### src/rtl/wb_stage_ctrl.sv
// rtl/wb_stage_ctrl.sv - write-back stage: load formatting, 2-entry result queue, register-file write port, retire counter (optional bypass: WB_STAGE_CTRL_BYPASS_EN)
module wb_stage_ctrl #(
    parameter int XLEN         = 32,
    parameter int REG_ADDR_W   = 5,
    parameter int RETIRE_CNT_W = 32
) (
    input  logic                    clk,
    input  logic                    rst,
    input  logic                    in_valid,
    output logic                    in_ready,
    input  logic                    in_wb_en,
    input  logic [REG_ADDR_W-1:0]   in_rd,
    input  logic [1:0]              in_wb_sel,
    input  logic [1:0]              in_mem_size,
    input  logic                    in_mem_unsigned,
    input  logic [2:0]              in_addr_lo,
    input  logic [XLEN-1:0]         in_mem_data,
    input  logic [XLEN-1:0]         in_alu_result,
    input  logic [XLEN-1:0]         in_pc_plus4,
    output logic                    rf_we,
    output logic [REG_ADDR_W-1:0]   rf_waddr,
    output logic [XLEN-1:0]         rf_wdata,
    input  logic                    rf_wr_ready,
    output logic [RETIRE_CNT_W-1:0] retire_count
`ifdef WB_STAGE_CTRL_BYPASS_EN
    ,
    output logic                    byp_valid,
    output logic [REG_ADDR_W-1:0]   byp_rd,
    output logic [XLEN-1:0]         byp_data
`endif
);

    typedef enum logic [1:0] {
        S_EMPTY = 2'd0,
        S_ONE   = 2'd1,
        S_FULL  = 2'd2
    } state_t;

    state_t                  r_state;
    state_t                  w_state_nxt;

    logic                    r_in_ready;
    logic                    r_head_we;
    logic [REG_ADDR_W-1:0]   r_head_rd;
    logic [XLEN-1:0]         r_head_data;
    logic                    r_tail_we;
    logic [REG_ADDR_W-1:0]   r_tail_rd;
    logic [XLEN-1:0]         r_tail_data;
    logic [RETIRE_CNT_W-1:0] r_retire_cnt;

    logic [2:0]              w_lane;
    logic [XLEN-1:0]         w_shifted;
    logic [XLEN-1:0]         w_keep_mask;
    logic                    w_sign;
    logic [XLEN-1:0]         w_load_val;
    logic [XLEN-1:0]         w_wb_val;
    logic                    w_new_we;
    logic                    w_head_valid;
    logic                    w_push;
    logic                    w_pop;

    // Pick the aligned byte lane for the access size; unused low address bits truncate the access down
    always_comb begin
        w_lane = in_addr_lo;
        if (XLEN == 32) begin
            w_lane[2] = 1'b0;
        end
        case (in_mem_size)
            2'b00:   w_lane = w_lane;
            2'b01:   w_lane[0] = 1'b0;
            2'b10:   w_lane[1:0] = 2'b00;
            default: begin
                if (XLEN == 64) begin
                    w_lane = 3'b000;
                end else begin
                    w_lane[1:0] = 2'b00;
                end
            end
        endcase
    end

    assign w_shifted = in_mem_data >> {w_lane, 3'b000};

    // Keep only the accessed bytes and find the sign bit of the access
    always_comb begin
        w_keep_mask = '1;
        w_sign      = w_shifted[XLEN-1];
        case (in_mem_size)
            2'b00: begin
                w_keep_mask = XLEN'(8'hFF);
                w_sign      = w_shifted[7];
            end
            2'b01: begin
                w_keep_mask = XLEN'(16'hFFFF);
                w_sign      = w_shifted[15];
            end
            2'b10: begin
                w_keep_mask = XLEN'(32'hFFFF_FFFF);
                w_sign      = w_shifted[31];
            end
            default: begin
                w_keep_mask = '1;
                w_sign      = w_shifted[XLEN-1];
            end
        endcase
    end

    assign w_load_val = (w_shifted & w_keep_mask) |
                        ((w_sign && !in_mem_unsigned) ? ~w_keep_mask : '0);

    // Write-back value select: 01 load, 10 link, anything else ALU
    always_comb begin
        case (in_wb_sel)
            2'b01:   w_wb_val = w_load_val;
            2'b10:   w_wb_val = in_pc_plus4;
            default: w_wb_val = in_alu_result;
        endcase
    end

    // x0 writes are folded into the stored strobe so the head and bypass see one qualified bit
    assign w_new_we     = in_wb_en && (in_rd != '0);
    assign w_head_valid = (r_state != S_EMPTY);
    assign w_push       = in_valid && r_in_ready;
    assign w_pop        = w_head_valid && (!r_head_we || rf_wr_ready);

    assign in_ready     = r_in_ready;
    assign rf_we        = w_head_valid && r_head_we;
    assign rf_waddr     = r_head_rd;
    assign rf_wdata     = r_head_data;
    assign retire_count = r_retire_cnt;

    // Occupancy state register
    always_ff @(posedge clk) begin
        if (rst) begin
            r_state <= S_EMPTY;
        end else begin
            r_state <= w_state_nxt;
        end
    end

    // Occupancy next state from push/pop
    always_comb begin
        w_state_nxt = r_state;
        case (r_state)
            S_EMPTY: begin
                if (w_push) begin
                    w_state_nxt = S_ONE;
                end
            end
            S_ONE: begin
                if (w_push && !w_pop) begin
                    w_state_nxt = S_FULL;
                end else if (!w_push && w_pop) begin
                    w_state_nxt = S_EMPTY;
                end
            end
            S_FULL: begin
                if (w_pop) begin
                    w_state_nxt = S_ONE;
                end
            end
            default: w_state_nxt = S_EMPTY;
        endcase
    end

    // in_ready is registered from the next occupancy so it never depends on rf_wr_ready
    always_ff @(posedge clk) begin
        if (rst) begin
            r_in_ready <= 1'b1;
        end else begin
            r_in_ready <= (w_state_nxt != S_FULL);
        end
    end

    // Queue storage: head feeds the write port, tail holds the second entry when full
    always_ff @(posedge clk) begin
        if (rst) begin
            r_head_we   <= 1'b0;
            r_head_rd   <= '0;
            r_head_data <= '0;
            r_tail_we   <= 1'b0;
            r_tail_rd   <= '0;
            r_tail_data <= '0;
        end else begin
            case (r_state)
                S_EMPTY: begin
                    if (w_push) begin
                        r_head_we   <= w_new_we;
                        r_head_rd   <= in_rd;
                        r_head_data <= w_wb_val;
                    end
                end
                S_ONE: begin
                    if (w_push && w_pop) begin
                        r_head_we   <= w_new_we;
                        r_head_rd   <= in_rd;
                        r_head_data <= w_wb_val;
                    end else if (w_push) begin
                        r_tail_we   <= w_new_we;
                        r_tail_rd   <= in_rd;
                        r_tail_data <= w_wb_val;
                    end
                end
                S_FULL: begin
                    if (w_pop) begin
                        r_head_we   <= r_tail_we;
                        r_head_rd   <= r_tail_rd;
                        r_head_data <= r_tail_data;
                    end
                end
                default: begin
                    r_head_we <= 1'b0;
                end
            endcase
        end
    end

    // Retired-instruction counter, wraps naturally
    always_ff @(posedge clk) begin
        if (rst) begin
            r_retire_cnt <= '0;
        end else if (w_pop) begin
            r_retire_cnt <= r_retire_cnt + 1'b1;
        end
    end

`ifdef WB_STAGE_CTRL_BYPASS_EN
    // Bypass shows the youngest queued entry that will write a real register
    always_comb begin
        byp_valid = 1'b0;
        byp_rd    = r_head_rd;
        byp_data  = r_head_data;
        if ((r_state == S_FULL) && r_tail_we) begin
            byp_valid = 1'b1;
            byp_rd    = r_tail_rd;
            byp_data  = r_tail_data;
        end else if (w_head_valid && r_head_we) begin
            byp_valid = 1'b1;
        end
    end
`endif

endmodule

### config.mk
export PLATFORM = sky130hd
export DESIGN_NAME = wb_stage_ctrl
export DESIGN_NICKNAME = d
export VERILOG_FILES = /design/src/rtl/wb_stage_ctrl.sv
export SDC_FILE = /design/constraint.sdc
export NUM_CORES = 1
export LEC_CHECK = 0
export ABC_AREA = 1
export CAP_MARGIN = 10
export CORE_MARGIN = 2
export CORE_UTILIZATION = 48
export CTS_CLUSTER_DIAMETER = 50
export DETAILED_ROUTE_END_ITERATION = 10
export GPL_TIMING_DRIVEN = 0
export PLACE_DENSITY = 0.83
export SLEW_MARGIN = 20
export SYNTH_ARGS = -nofsm -noshare
export SYNTH_HDL_FRONTEND = slang
export SYNTH_SLANG_ARGS = --single-unit
### constraint.sdc
create_clock -name clk -period 2.4 [get_ports clk]
set_clock_uncertainty 0.05 [all_clocks]
set_input_delay 0.24 -clock clk [delete_from_list [all_inputs] [get_ports clk]]
set_output_delay 0.24 -clock clk [all_outputs]
set_load 0.005 [all_outputs]
Word-level counts from Yosys, hierarchy flattened --
Cells that the tools add are included.
Cells by class: bitwise gates (word level) 4, reduce and logical (&&, ||, !) cells 22, add/sub/neg operators 1, shift-type cells 1, equal/unequal tests 9, multiplexer cells 23
Operator list (count):
- 2-to-1 mux 32 bit | 4
- case mux 32 bit (2 select lines) | 2
- case mux 32 bit (3 select lines) | 1
- adder 32 x 1 -> 32 bit, second input constant | 1
- bitwise AND 32 bit | 1
- NOT 32 bit | 1
- OR 32 bit | 1
- >> shifter 32 x 5 -> 32 bit | 1
- 2-to-1 mux 5 bit | 3
- case mux 5 bit (3 select lines) | 1
- logical AND 1 bit | 8
- 2-to-1 mux 2 bit | 4
- inequality test 2 bit, second input constant | 4
- == test 2 x 1 -> 1 bit, second input constant | 3
- case mux 2 bit (3 select lines) | 1
- AND reduction 3 bit | 2
- 2-to-1 mux 1 bit | 5
- nonzero test 5 bit | 1
- == test 2 bit, second input constant | 2
- zero test 1 bit | 4
- zero test 2 bit | 2
- AND reduction 4 bit | 1
- case mux 1 bit (3 select lines) | 1
- nonzero test 3 bit | 1
- other kinds (5) | 5
Storage, ports and cells: flip-flop bits (word level) 111, word-level logic and storage cells 69, input port bits 114

Depth between registers and ports, before layout --
depth in word-level cells 11, mapped depth 16, gate-level depth less buffers 14

Least setup slack after synthesis --
Ideal clock, no wire load.
path type register -> register, from register r_retire_cnt[0], in the netlist retire_count[0], to register r_retire_cnt[30], in the netlist retire_count[30], stages on the path, launching flop included 12, clock period less this slack 1.924 ns, arrival time 1.760 ns, setup slack 0.476 ns, buffers on the path 0, library setup time 0.115 ns, path through dfxtp_1 ha_1 nand3_1 nor2_8 nand4_2 nor2_2 nand2_1 nor2_2 nand2_1 nor2_1 a21oi_1 o21a_1
On the way: longest elaborated chain between the ends 1
Ends and longest elaborated chain:
- from (decl) | RTL line 49 | logic [RETIRE_CNT_W-1:0] r_retire_cnt;
- from (signal assigned) | RTL line 223 | r_retire_cnt <= r_retire_cnt + 1'b1;
- adder 32 x 1 -> 32 bit | RTL line 223
Every way passes these cells. A chain may end at the register's enable or synchronous reset.

Final worst setup path --
from input port in_wb_sel[0], to register r_head_data[24], in the netlist rf_wdata[24]
On the way: longest elaborated chain between the ends 4, elaborated cells between the ends (all ways) 6, those cells by class eq/ne: 2; mux: 4
Ends and longest elaborated chain:
- from (decl) | RTL line 13 | input logic [1:0] in_wb_sel,
- == test 2 bit or == test 2 x 1 -> 1 bit (tied branches) | RTL line 113 | case (in_wb_sel)
- case mux 32 bit (2 select lines) * | RTL line 113
- 2-to-1 mux 32 bit (on tied branches) | RTL line 194, 187
- case mux 32 bit (3 select lines) * | RTL line 185 | case (r_state)
- to (signal assigned) | RTL line 190 | r_head_data <= w_wb_val;
- to (signal assigned) | RTL line 197 | r_head_data <= w_wb_val;
- to (signal assigned) | RTL line 208 | r_head_data <= r_tail_data;
- to (decl) | RTL line 45 | logic [XLEN-1:0] r_head_data;
Mark *: on every way between the ends. The rest lies on a longest branch, timed or not. The select of a mux whose other input is x is not followed.

==> out/qor.yml <==
slew_violations: 0
crit_required_ns: 2.57
synth_top_cell_by_area: "dfxtp_1"
avgSynthCellArea_sq_um: 6.62
n_fill_cell: 1121
dpl_cell_area_sq_um: 8220
netlist_area_sq_um: 6180
die_w_um: 117
max-cap-violations: 0
ys_seq_area_share_pct: 36.0
p_leak_nw: 3.57
drtAntennaViolNets: 0
grt_setup_unrepaired: "false"
drt_wl_total_mm: 19.5
crit_arrival_ns: 2.38
r2r_slack_ns: 0.22
drtIter0Drc: 601
clock_sinks: 111
r2r-start: "retire_count[0]"
synth_cell_types: 42
core_area_sq_um: 12600
syn_inst: 934
status: "complete, no violations"
period_minus_slack_ns: 2.21
pwr_density_cell_nw_per_um2: 512
n_antenna_cell: 0
min_path_type: "primary input to flop"
cts-root-buf: "clkbuf_16"
drcViolationCount: 0
cts_tree: "done"
hold_depth: 3
die_h_um: 117
yosys.area.top_type_share_pct: 36.0
area_delta_synth_final_pct: 37.8
endpoint_kind: "flop"
crit_fanout: 10
rows: 41
wl_per_cell_um: 15.0
fin_nets: 1244
pwr-share-comb_pct: 21.5
worstSetupPathType: "primary input to flop"
grt.total_usage_pct: 28.0
hold_viol_final: 0
fin_ws_ns: 0.194
fmax_ghz: 0.453
yosysWarnings: 0
die-area_sq_um: 13800
post-place-ws_ns: -0.155
grt_max_degree: 20
dp_hpwl_mm: 15.4
via_count: 6938
hold_start: "rst"
io_buffers: 182
reg2reg_to: "retire_count[30]"
drive_gt1_share_pct: 9.10
ios: 185
antenna_found_initial: 0
power.internal_mw: 3.11
grt_pass1_vias: 6536
viasPerCell: 5.32
cts.reportedPaths.clkPinSlew_ns: 0.08
ys_seq_elements: 111
power_switching_mw: 1.25
grt_pass1_wl_mm: 31.5
finalInstanceArea_sq_um: 8520
clockBufferDepth: 2
start_util_pct: 49.0
dr.pass1.iters: 5
slew_headroom_pct: 61.0
ir_worst_vdd_mv: 0.432
start_kind: "primary input"
htreeDepth: 3
power_frac_clock_pct: 33.9
ys_top_cells_by_area: "dfxtp_1 36%, nand2_1 12%, a21oi_1 11%, o21ai_0 8.8%, nor2_1 4.7%"
switching_share_pct: 28.6
fin_crit_sh_pct: 91.9
seqPwrFrac_pct: 44.6
worst_pin_slew_ns: 0.585
min_to: "retire_count[3]"
ff2ff_path_depth: 11
grt_overflow_total: 0
globalplace.congestion: 1.02
setup_viol: 0
syn_nets: 1051
clk-insertion-delay-late_ns: 0.36
cts.hold.buffers_added: 0
cts_buffers: 9
[power groups by stage]
| stage | clock network (mW) | logic (mW) | registers, mW |
|---|---|---|---|
| final | 1.48 | 0.937 | 1.94 |
| after global routing | 1.57 | 1.03 | 1.95 |
| after CTS | 1.47 | 0.930 | 1.94 |
| after detailed placement | 0 | 0.924 | 1.99 |
| after global placement | 0 | 0.914 | 1.99 |
| after floorplan | 0 | 0.472 | 1.99 |
[timing repair]
action	CTS	global route
endpoints found under the setup margin	0	1
resized for setup	0	1
setup buffers	0	0
[cells in the mapped netlist]
library cell and n:
nand2_1 198, a21oi_1 134, dfxtp_1 111, o21ai_0 109, nor2_1 78, inv_1 76
clkbuf_1 44, nand3_1 27, or2_2 25, nand2_2 15, a21oi_2 10, nor3_1 10
o21ai_1 9, a31oi_1 7, nor2_2 7, o21bai_1 7, or2_1 6, xor2_1 6
nand4_1 5, o21a_1 5, buf_2 4, inv_2 4, nand3_2 4, o21ai_2 4
buf_6 3, ha_1 3, nand2_4 3, and3_1 2, buf_1 2, nor2_4 2
nor3b_1 2, xnor2_1 2, buf_12 1, clkbuf_2 1, clkinv_1 1, inv_4 1
inv_6 1, nand4_2 1, nor2_8 1, nor4_1 1, o41ai_1 1, or2_0 1
[cell families after synthesis]
| kind of cell | Yosys count | share of synthesized area, % |
|---|---|---|
| and+or+nand+nor | 388 | 28.4 |
| AOI/OAI and AO/OA | 286 | 24.7 |
| buffers and inverters | 138 | 9.23 |
| DFF | 111 | 36.0 |
| xor gates and xnor gates | 8 | 1.13 |
| adders and majority gates | 3 | 0.607 |
[routing by layer]
metal	track usage (%)	part of all wire, %
met1	36.1	44
met2	47.2	47
met3	4.55	6.2
met4	10.5	2.9
met5	0	0
[layout make-up]
| class | count | area, sq um | share of cell area [%] |
|---|---|---|---|
| Buffer | 55 | 251 | 2.95 |
| Clock buffer | 10 | 239 | 2.81 |
| Clock inverter | 6 | 56.3 | 0.661 |
| Inverter | 83 | 319 | 3.75 |
| Multi-Input combinational cell | 685 | 3390 | 39.8 |
| Sequential cell | 111 | 2220 | 26.1 |
| Tap cell | 172 | 215 | 2.53 |
| Timing Repair Buffer | 182 | 1820 | 21.4 |
[stage by stage]
step | power (mW) | instances | hold slack (ns) | TNS, ns | utilization (%)
CTS | 4.35 | 1304 | 0.336 | 0 | 67.4
global placement | 2.90 | 1288 | 0.403 | -0.662 | 65.1
floorplan | 2.46 | 934 | 0.325 | 0 | -
finish | 4.36 | 1304 | 0.331 | 0 | 67.5
detailed placement | 2.91 | 1288 | 0.409 | -1.30 | 65.1
global route | 4.55 | 1304 | 0.375 | 0 | 67.5
[flip-flops by register name, indices dropped and copies added, names as in the netlist]
signal        count
r_tail_we         1
rf_waddr          5
in_ready          1
r_tail_rd         5
r_state           2
retire_count     32
r_tail_data      32
rf_wdata         32
r_head_we         1
[worst max-delay path by stage]
| stage | start | to | slack (ns) |
|---|---|---|---|
| after floorplan | retire_count[0] | retire_count[30] | 0.48 |
| after global placement | in_wb_sel[0] | rf_wdata[23] | -0.14 |
| after detailed placement | in_wb_sel[0] | rf_wdata[23] | -0.16 |
| after CTS | retire_count[0] | retire_count[30] | 0.20 |
| after global routing | in_wb_sel[0] | rf_wdata[24] | 0.03 |
| final | in_wb_sel[0] | rf_wdata[24] | 0.19 |
[cells in the final DEF (no fill, tap or decap), drive strengths merged]
cell type      count
nand2            216
clkdlybuf4s50    182
a21oi            144
o21ai            122
dfxtp            111
nor2              88
inv               83
clkbuf            55
or2               32
nand3             31
nor3              10
buf               10
o21bai             7
a31oi              7
xor2               6
nand4              6
o21a               5
clkinv             4
ha                 3
and3               2
nor3b              2
xnor2              2
clkinvlp           2
nor4               1
o41ai              1
[worst max-delay path, stage by stage]
cell and delay (ns):
clkdlybuf4s50_1 0.49, inv_1 0.05, ha_1 0.26, clkbuf_1 0.23, inv_1 0.16, clkbuf_1 0.27, or2_2 0.33, nand2_1 0.11
nand2_1 0.06, nand2_1 0.12, a21oi_2 0.05
No activity file was read; power rests on OpenSTA's default activity.
